## src/rtl/rob_defs_pkg.sv

```systemverilog
// rtl/rob_defs_pkg.sv - shared ROB result types and writeback arbiter sizing
package rob_defs;

    localparam int ROB_ID_W = 6;
    typedef logic [ROB_ID_W-1:0] t_rob_id;

    typedef struct packed {
        t_rob_id     robid;
        logic        exc;
        logic [31:0] data;
    } t_rob_result;

    localparam int WB_NUM_SRC = 3;
    typedef logic [$clog2(WB_NUM_SRC)-1:0] t_wb_src_id;

endpackage

```

## src/rtl/rob_wb_fifo.sv

```systemverilog
// rtl/rob_wb_fifo.sv - per-source result FIFO feeding the writeback arbiter
//   clk, reset       : clock, async active-low reset
//   push, push_data  : write one entry (caller guarantees !full)
//   pop              : drop the head entry (caller guarantees !empty)
//   flush            : discard all entries, wins over push/pop
//   head             : oldest entry; only meaningful when !empty
//   empty, full      : occupancy flags from registered count
//   count            : number of entries held
module rob_wb_fifo #(
    parameter int  DEPTH = 2,
    parameter type T     = logic
) (
    input  logic                     clk,
    input  logic                     reset,
    input  logic                     push,
    input  T                         push_data,
    input  logic                     pop,
    input  logic                     flush,
    output T                         head,
    output logic                     empty,
    output logic                     full,
    output logic [$clog2(DEPTH):0]   count
);

    localparam int PW = $clog2(DEPTH);

    T               mem_q [DEPTH];
    T               mem_d [DEPTH];
    logic [PW-1:0]  rd_ptr_q, rd_ptr_d;
    logic [PW-1:0]  wr_ptr_q, wr_ptr_d;
    logic [PW:0]    count_q, count_d;

    always_comb begin
        mem_d    = mem_q;
        rd_ptr_d = rd_ptr_q;
        wr_ptr_d = wr_ptr_q;
        count_d  = count_q;
        if (flush) begin
            rd_ptr_d = '0;
            wr_ptr_d = '0;
            count_d  = '0;
        end else begin
            if (push) begin
                mem_d[wr_ptr_q] = push_data;
                wr_ptr_d        = wr_ptr_q + PW'(1);
            end
            if (pop) begin
                rd_ptr_d = rd_ptr_q + PW'(1);
            end
            case ({push, pop})
                2'b10:   count_d = count_q + (PW+1)'(1);
                2'b01:   count_d = count_q - (PW+1)'(1);
                default: count_d = count_q;
            endcase
        end
    end

    always_ff @(posedge clk or negedge reset) begin
        if (!reset) begin
            for (int i = 0; i < DEPTH; i++) begin
                mem_q[i] <= '0;
            end
            rd_ptr_q <= '0;
            wr_ptr_q <= '0;
            count_q  <= '0;
        end else begin
            mem_q    <= mem_d;
            rd_ptr_q <= rd_ptr_d;
            wr_ptr_q <= wr_ptr_d;
            count_q  <= count_d;
        end
    end

    assign head  = mem_q[rd_ptr_q];
    assign empty = (count_q == '0);
    assign full  = (count_q == (PW+1)'(DEPTH));
    assign count = count_q;

    always_ff @(posedge clk) begin
        if (reset) begin
            assert (count_q <= (PW+1)'(DEPTH));
            assert (!(pop && empty && !flush));
            assert (!(push && full && !flush));
        end
    end

endmodule

```

## src/rtl/rob_wb_arb.sv

```systemverilog
// rtl/rob_wb_arb.sv - round-robin result writeback arbiter in front of the ROB
//   clk, reset      : clock, async active-low reset
//   src_valid_ex    : per-source result offered this cycle
//   src_result_ex   : per-source result payload
//   src_ready_ex    : per-source "FIFO not full", from registered count
//   br_mispred_rb1  : retire-time mispredict, discards all buffered results
//   ro_valid_rb0    : registered ROB result write strobe
//   ro_result_rb0   : registered ROB result payload (held when idle)
//   wb_src_rb0      : registered index of the granted source (held when idle)
module rob_wb_arb
    import rob_defs::*;
#(
    parameter int NUM_SRC = WB_NUM_SRC,
    parameter int DEPTH   = 2
) (
    input  logic                clk,
    input  logic                reset,
    input  logic [NUM_SRC-1:0]  src_valid_ex,
    input  t_rob_result         src_result_ex [NUM_SRC],
    output logic [NUM_SRC-1:0]  src_ready_ex,
    input  logic                br_mispred_rb1,
    output logic                ro_valid_rb0,
    output t_rob_result         ro_result_rb0,
    output t_wb_src_id          wb_src_rb0
);

    localparam int CNT_W = $clog2(DEPTH) + 1;

    t_rob_result        head_w   [NUM_SRC];
    logic [CNT_W-1:0]   count_w  [NUM_SRC];
    logic [NUM_SRC-1:0] empty_vec;
    logic [NUM_SRC-1:0] full_vec;
    logic [NUM_SRC-1:0] push_vec;
    logic [NUM_SRC-1:0] pop_vec;

    logic               gnt_valid;
    t_wb_src_id         gnt_idx;
    t_wb_src_id         cand;

    logic               ro_valid_q, ro_valid_d;
    t_rob_result        ro_result_q, ro_result_d;
    t_wb_src_id         wb_src_q, wb_src_d;
    t_wb_src_id         rr_q, rr_d;

    for (genvar i = 0; i < NUM_SRC; i++) begin : g_src
        // Readiness ignores same-cycle pops so the source sees a purely registered signal.
        assign src_ready_ex[i] = !full_vec[i];
        assign push_vec[i]     = src_valid_ex[i] && src_ready_ex[i] && !br_mispred_rb1;

        rob_wb_fifo #(
            .DEPTH (DEPTH),
            .T     (t_rob_result)
        ) u_fifo (
            .clk       (clk),
            .reset     (reset),
            .push      (push_vec[i]),
            .push_data (src_result_ex[i]),
            .pop       (pop_vec[i]),
            .flush     (br_mispred_rb1),
            .head      (head_w[i]),
            .empty     (empty_vec[i]),
            .full      (full_vec[i]),
            .count     (count_w[i])
        );

        always_ff @(posedge clk) begin
            if (reset) begin
                assert (count_w[i] <= CNT_W'(DEPTH));
            end
        end
    end

    // Scan starts one past the last grant and wraps, so the last winner is lowest priority.
    always_comb begin
        gnt_valid = 1'b0;
        gnt_idx   = '0;
        cand      = rr_q;
        if (!br_mispred_rb1) begin
            for (int k = 0; k < NUM_SRC; k++) begin
                cand = (cand == t_wb_src_id'(NUM_SRC-1)) ? '0 : cand + t_wb_src_id'(1);
                if (!gnt_valid && !empty_vec[cand]) begin
                    gnt_valid = 1'b1;
                    gnt_idx   = cand;
                end
            end
        end
    end

    always_comb begin
        pop_vec = '0;
        for (int i = 0; i < NUM_SRC; i++) begin
            pop_vec[i] = gnt_valid && (gnt_idx == t_wb_src_id'(i));
        end
    end

    always_comb begin
        ro_valid_d  = gnt_valid;
        ro_result_d = ro_result_q;
        wb_src_d    = wb_src_q;
        rr_d        = rr_q;
        if (gnt_valid) begin
            ro_result_d = head_w[gnt_idx];
            wb_src_d    = gnt_idx;
            rr_d        = gnt_idx;
        end
    end

    always_ff @(posedge clk or negedge reset) begin
        if (!reset) begin
            ro_valid_q  <= 1'b0;
            ro_result_q <= '0;
            wb_src_q    <= '0;
            rr_q        <= t_wb_src_id'(NUM_SRC-1);
        end else begin
            ro_valid_q  <= ro_valid_d;
            ro_result_q <= ro_result_d;
            wb_src_q    <= wb_src_d;
            rr_q        <= rr_d;
        end
    end

    assign ro_valid_rb0  = ro_valid_q;
    assign ro_result_rb0 = ro_result_q;
    assign wb_src_rb0    = wb_src_q;

    always_ff @(posedge clk) begin
        if (reset) begin
            assert ($onehot0(pop_vec));
        end
    end

endmodule

```

## config.mk

```make
export PLATFORM = sky130hd
export DESIGN_NAME = rob_wb_arb
export DESIGN_NICKNAME = d
export VERILOG_FILES = /design/src/rtl/rob_defs_pkg.sv /design/src/rtl/rob_wb_fifo.sv /design/src/rtl/rob_wb_arb.sv
export SDC_FILE = /design/constraint.sdc
export NUM_CORES = 1
export LEC_CHECK = 0
export CORE_ASPECT_RATIO = 1.2
export CORE_UTILIZATION = 46
export DETAILED_ROUTE_END_ITERATION = 6
export GPL_ROUTABILITY_DRIVEN = 0
export GPL_TIMING_DRIVEN = 0
export PLACE_DENSITY_LB_ADDON = 0.05
export SYNTH_ARGS = -nofsm -noshare
export SYNTH_HDL_FRONTEND = slang
export SYNTH_SLANG_ARGS = --single-unit
```

## constraint.sdc

```tcl
create_clock -name clk -period 2.05 [get_ports clk]
set_input_delay 0.3075 -clock clk [delete_from_list [all_inputs] [get_ports clk]]
set_output_delay 0.3075 -clock clk [all_outputs]
set_load 0.05 [all_outputs]
```

# [Yosys cells after proc, flatten, opt, wreduce, memory -nomap -nowiden]
# Cells that the tools add are included.
[totals] output_inout_bits=45 ff_bits=290
[classes] n_lt_le_gt_ge=13 reduce_logical=38 addsub=15 mux=58 n_bitwise=8 eq_ne=14
[ops] operator="$mux 39" n=14
[ops] operator="$bwmux 78" n=3
[ops] operator="$demux 39 s1" n=3
[ops] operator="$bmux 39 s2" n=1
[ops] operator="$mux 1" n=21
[ops] operator="$eq 2x2->1 const B" n=10
[ops] operator="$mux 2" n=10
[ops] operator="$logic_and 1x1->1" n=14
[ops] operator="$add 2x1->2 const B" n=6
[ops] operator="$ge 2x2->1 const B" n=6
[ops] operator="$not 1->2" n=6
[ops] operator="$pmux 2 s2" n=3
[ops] operator="$reduce_bool 2->1" n=6
[ops] operator="$lt 2x3->1 const B" n=3
[ops] operator="$reduce_bool 3->1" n=3
[ops] operator="$eq 2x1->1 const B" n=4
[ops] operator="$logic_not 1->1" n=8
[ops] operator="$logic_not 2->1" n=4
[ops] operator="$add 1x1->1 const B" n=6
[ops] operator="$bmux 1 s2" n=3
[ops] operator="$lt 2x1->1 const B" n=3
[ops] operator="$reduce_and 2->1" n=3
[ops] operator="$sub 2x1->2 const B" n=3
[ops] operator="$ge 3x3->1 const B" n=1
[ops] operator="other kinds (2)" n=2

# [Longest topological paths before layout]
[logic_depth] word_depth=19 mapped_depth=8 depth_no_buf=5

# [By module]
# A second synthesis with hierarchy kept.
[hier_totals] hier_cells=924 area_unflattened_um2=13201.4
[by_module_without_submodules] module="rob_wb_fifo" seq_area_each_um2=2052.0 area_per_inst_um2=3567.2 cells_per_inst=227 instances=3
[by_module_without_submodules] module="rob_wb_arb" seq_area_each_um2=1077.3 area_per_inst_um2=2499.9 cells_per_inst=243 instances=1

# [Least setup slack after synthesis]
# Ideal clock, no wire load.
[synth_path] kind="register to register" from="reg g_src[1].u_fifo.count_q[0]" to="reg g_src[1].u_fifo.mem_q[60] (netlist name)" period_less_slack_ns=2.215 required_ns=1.925 t_arrival_ns=2.090 setup_slack_ns=-0.165 setup_time_ns=0.125 path_stages_with_launch=8 cell_sequence="dfrtp_1 -> buf_2 -> nand2b_1 -> nand2_1 -> nor3_1 -> buf_2 -> buf_4 -> mux2_2"
[synth_between] elab_chain_len=5
[synth_lines] element="start, declared" line_no="rob_wb_fifo.sv:31" text="logic [PW:0] count_q, count_d;"
[synth_lines] element="start signal, assigned" line_no="rob_wb_fifo.sv:70" text="count_q <= count_d;"
[synth_lines] element="$eq 2x2->1" line_no="rob_wb_fifo.sv:76" text="assign full = (count_q == (PW+1)'(DEPTH));"
[synth_lines] element="$logic_not 1->1" line_no="rob_wb_arb.sv:47" text="assign src_ready_ex[i] = !full_vec[i];"
[synth_lines] element="named net src_ready_ex[1]" line_no="rob_wb_arb.sv:20" text="output logic [NUM_SRC-1:0] src_ready_ex,"
[synth_lines] element="$logic_and 1x1->1 (2 in series)" line_no="rob_wb_arb.sv:48" text="assign push_vec[i] = src_valid_ex[i] && src_ready_ex[i] && !br_mispred_rb1;"
[synth_lines] element="$reduce_and 2->1 (no source line)"
[synth_lines] element="end signal, assigned" line_no="rob_wb_fifo.sv:67" text="mem_q <= mem_d;"
[synth_lines] element="end, declared" line_no="rob_wb_fifo.sv:27" text="T mem_q [DEPTH];"
# The timed path passes the listed nets, and every way through them passes these cells.
# A chain may end at the register's enable or synchronous reset.

# [Worst setup path after layout]
[layout_path] from="reg ro_result_q, in the netlist ro_result_rb0[25]" to="out ro_result_rb0[25] (netlist name)"
[layout_lines] element="start, declared" line_no="rob_wb_arb.sv:41" text="t_rob_result ro_result_q, ro_result_d;"
[layout_lines] element="start signal, assigned" line_no="rob_wb_arb.sv:116" text="ro_result_q <= ro_result_d;"
[layout_lines] element="end, declared" line_no="rob_wb_arb.sv:23" text="output t_rob_result ro_result_rb0,"
# No word-level cell between the ends.

==> parameters.txt <==
Parameter                              Value

Synth
  Yosys warning count    0
  Flop and latch count out of synthesis    289
  Combinational family with the most area after synthesis    multiplexers
  Multiplexer area fraction after synthesis    32.90%
  Unique masters post-synth    41
  Synthesized net count    1021
  Average size of a mapped cell    14.27 um2
  Area share of xor/xnor cells in the synthesized design    0.4101%
  Sequential element share of the synthesized area    56.44%
  Post-synthesis share of cell area spent on and, or, nand and nor gates    2.929%
  Combined area of all synthesized cells    0.01281 mm2
  Adder and majority cell fraction of the synthesized area    0%
  Complex-gate fraction of the synthesized area    4.716%
  Gate count of the mapped netlist    898

Global routing
  M3 GR Usage    3.931%
  Number of global-route vias before repair    8458
  Initial antenna violation count    3
  Largest net degree at the start of global routing    114
  Met2 usage    36.85%
  Sum of overflow across all layers after global routing    0
  Met1 capacity usage during global routing    28.33%
  Global-route wire length before repair    47000 um
  Total track usage    21.45%
  Global-route layer with the greatest usage    met2

Clocking
  Clk buf depth    3
  Clock tree root buffer cell    sky130_fd_sc_hd__clkbuf_16
  TritonCTS buffer count    34
  Number of sinks handled by clock tree synthesis    289
  Clock tree from TritonCTS    built
  Clock Pin Slew Worst Setup and Hold Paths    0.05 ns
  H-Tree Level Count    2
  Skew-Pair Late Insertion Delay    0.51 ns

Power and ir drop
  Max rail drop VDD    0.0007343 V
  Proportion of power drawn by flip-flops and latches    39.7%
  Internal Pwr Total    14.71 mW
  Pwr dens    1344 mW/mm2
  Logic gate share of total power    33.4%
  Switching part of the total power    32.57%
  Net switching power    7.105 mW
  Fraction of power consumed by the clock network    27.0%
  Leakage power    7.007 nW

Setup path
  Worst path top cell family by delay    buffers and inverters
  Slowest cell delay on critical path    0.82 ns
  Endpoint type of the worst setup path    primary output
  Worst path buffer plus inverter count    1
  Startpoint class of the critical path    register
  CP arrival    1.70 ns
  Critical path's slowest cell    sky130_fd_sc_hd__clkdlybuf4s50_1
  Highest net fanout along the worst path    2
  Endpoint required time on the critical path    1.74 ns
  Cells along the critical path    clkdlybuf4s50_1
  Setup Crit Path Kind    reg2out

Final layout
  Top library cells by usage in the layout, fill and taps aside    286 x sky130_fd_sc_hd__dfrtp_1, 234 x sky130_fd_sc_hd__mux2_2, 158 x sky130_fd_sc_hd__mux2i_1, 155 x sky130_fd_sc_hd__clkdlybuf4s50_1, 48 x sky130_fd_sc_hd__nor2_1
  Post-layout nets    1229
  Filler cell count in the final layout    2246
  Leading cell type in the layout, fill and taps excluded    sky130_fd_sc_hd__dfrtp_1
  Layout Cells excl Fill    1468
  Area growth from synthesis to final layout    26.65%
  Proportion of layout cells with a drive suffix above 1    31.94%
  Final design instance area without fill    0.01623 mm2

Die
  Core Region    0.02725 mm2
  Top-level port count    168
  Initial core utilization    47.02%
  Vertical die dimension    184.8 um
  DIE AREA    0.02853 mm2
  DIE WIDTH    154.4 um
  Number of cell rows    66

Detailed routing
  Vias    7965
  Total Routed Length    29610 um
  Routed wirelength normalized by instance count    20.17 um
  Post-route ant nets    0
  Drt initial violations    284
  Number of remaining DRC errors    0
  Detail-routed via count per cell    5.426
  First drt pass iteration count    4

Timing
  Headroom to the max-slew limit    45.70%
  Hold Fails Final Rpt    0
  Setup skew after layout    0.02189 ns
  Final count of negative-setup-slack endpoints    0
  Final Max Slew Viols    0
  Transition time of the tightest slew-check pin    0.8145 ns
  Achievable frequency    497.6 MHz
  Final worst-path cycle share    98.04%
  Setup repair after global routing missed its margin    true
  Clock period minus worst slack    2.010 ns
  Final sum of negative setup slack    0 ns

Placed design
  Placed cell area    0.01498 mm2
  Port Buffers    167
  Half-perimeter wire length after detailed placement    20160 um
  Cell count after placement    1407

Status
  Outcome    finished clean

Run
  Number of max-cap violations    0

Hold path
  Worst min-delay path category    in2reg
-- routing by layer --
metal | share of wire [%] | up-vias
li1 | - | 3677
met1 | 45 | 4089
met2 | 49 | 160
met3 | 4.6 | 35
met4 | 1.3 | 4
met5 | 0.074 | -
-- worst paths after layout --
check | start | to | slack (ns) | cells past startpoint
worst min-delay path | br_mispred_rb1 | ro_valid_rb0 | 0.36 | 3
worst max-delay path | ro_result_rb0[25] | ro_result_rb0[25] | 0.04 | 1
max in group asynchronous | reset | g_src[2].u_fifo.mem_q[22] | 0.60 | 3
min in group asynchronous | reset | g_src[0].u_fifo.mem_q[0] | 0.44 | 2
worst max register to register | g_src[1].u_fifo.count[1] | ro_result_rb0[13] | 0.08 | 7
worst min register to register | wb_src_rb0[1] | wb_src_rb0[1] | 0.50 | 2
-- Yosys cell counts --
library cell,instances,share of area (%)
sky130_fd_sc_hd__or3_1,1,0.049
sky130_fd_sc_hd__o311ai_2,1,0.13
sky130_fd_sc_hd__nor4_4,1,0.17
sky130_fd_sc_hd__xor2_1,5,0.34
sky130_fd_sc_hd__mux2i_1,158,12
sky130_fd_sc_hd__inv_1,4,0.12
sky130_fd_sc_hd__buf_2,26,1.0
sky130_fd_sc_hd__a211o_1,1,0.068
sky130_fd_sc_hd__inv_2,1,0.029
sky130_fd_sc_hd__nor2b_1,1,0.049
sky130_fd_sc_hd__xnor2_1,1,0.068
sky130_fd_sc_hd__o22ai_1,2,0.098
sky130_fd_sc_hd__mux2_2,234,21
sky130_fd_sc_hd__a21oi_1,6,0.23
sky130_fd_sc_hd__buf_6,5,0.44
sky130_fd_sc_hd__nor2_1,49,1.4
sky130_fd_sc_hd__a21o_4,1,0.12
sky130_fd_sc_hd__or2_2,1,0.049
sky130_fd_sc_hd__nand2b_1,5,0.24
sky130_fd_sc_hd__dfrtp_1,288,56
sky130_fd_sc_hd__a31oi_1,1,0.049
sky130_fd_sc_hd__o21bai_1,1,0.059
sky130_fd_sc_hd__a32oi_4,1,0.21
sky130_fd_sc_hd__clkbuf_1,21,0.62
sky130_fd_sc_hd__nand4b_1,3,0.21
sky130_fd_sc_hd__nor3b_1,1,0.059
sky130_fd_sc_hd__nand3b_1,2,0.12
sky130_fd_sc_hd__buf_4,5,0.29
sky130_fd_sc_hd__nor3_1,3,0.12
sky130_fd_sc_hd__a31o_2,1,0.068
sky130_fd_sc_hd__and2_4,1,0.068
sky130_fd_sc_hd__nand2_1,11,0.32
sky130_fd_sc_hd__a311oi_1,1,0.068
sky130_fd_sc_hd__o21ai_0,6,0.23
sky130_fd_sc_hd__a221o_1,39,3.0
sky130_fd_sc_hd__a21o_1,2,0.12
sky130_fd_sc_hd__buf_1,3,0.088
sky130_fd_sc_hd__o21ba_2,2,0.16
sky130_fd_sc_hd__dfstp_2,1,0.21
sky130_fd_sc_hd__or2_1,1,0.049
sky130_fd_sc_hd__o211ai_1,1,0.059
-- logic make-up after synthesis --
kind of cell,Yosys count
compound gates,66
xor+xnor,6
buf+inv,65
flops,289
mux,392
simple gates,80
-- power groups by stage --
stage               sequential [mW]  clock [mW]  combinational [mW]
floorplan                      9.80           0                3.84
global placement               8.71           0                7.21
detailed placement             8.71           0                7.32
CTS                            8.64        6.03                7.39
global route                   8.88        6.28                7.79
finish                         8.65        5.88                7.28
-- through the flow --
| step | utilization [%] | hold slack, ns | power [mW] | worst slack (ns) |
|---|---|---|---|---|
| 6_report | 59.55 | 0.3617 | 21.81 | 0.04024 |
| 5_1_grt | 59.55 | 0.3776 | 22.95 | -0.04078 |
| 4_1_cts | 59.38 | 0.4165 | 22.05 | 0.0002995 |
| 3_5_place_dp | 54.97 | 0.3997 | 16.03 | -0.8627 |
| 3_3_place_gp | 54.75 | 0.4796 | 15.92 | -12.24 |
| 2_1_floorplan | - | 0.01191 | 13.64 | 0.04529 |
-- cell type report --
class	instances	area (um2)	share of cell area [%]
Tap cell	340	425.4	2.621
Multi-Input combinational cell	544	5303	32.67
Sequential cell	289	7236	44.58
Clock inverter	5	50.05	0.3084
Timing Repair Buffer	176	1804	11.12
Clock buffer	52	1042	6.422
Buffer	56	347.8	2.143
Antenna cell	1	2.502	0.01542
Inverter	5	18.77	0.1156
-- state kept, by name, summed over array words and instances (netlist names) --
register and flops:
wb_src_rb0 2, g_src.u_fifo.mem_q 234, g_src.u_fifo.wr_ptr_q 3, ro_result_rb0 39, g_src.u_fifo.rd_ptr_q 3, rr_q 1
g_src.u_fifo.count 6, ro_valid_rb0 1
-- repair_timing --
action,in CTS,in global routing
buffers inserted,4,2
pin swaps,2,3
hold buffers,1,0
resized for setup,37,25
hold endpoints to repair,98,0
endpoints found under the setup margin,170,104
(Power assumes the default switching activity.)
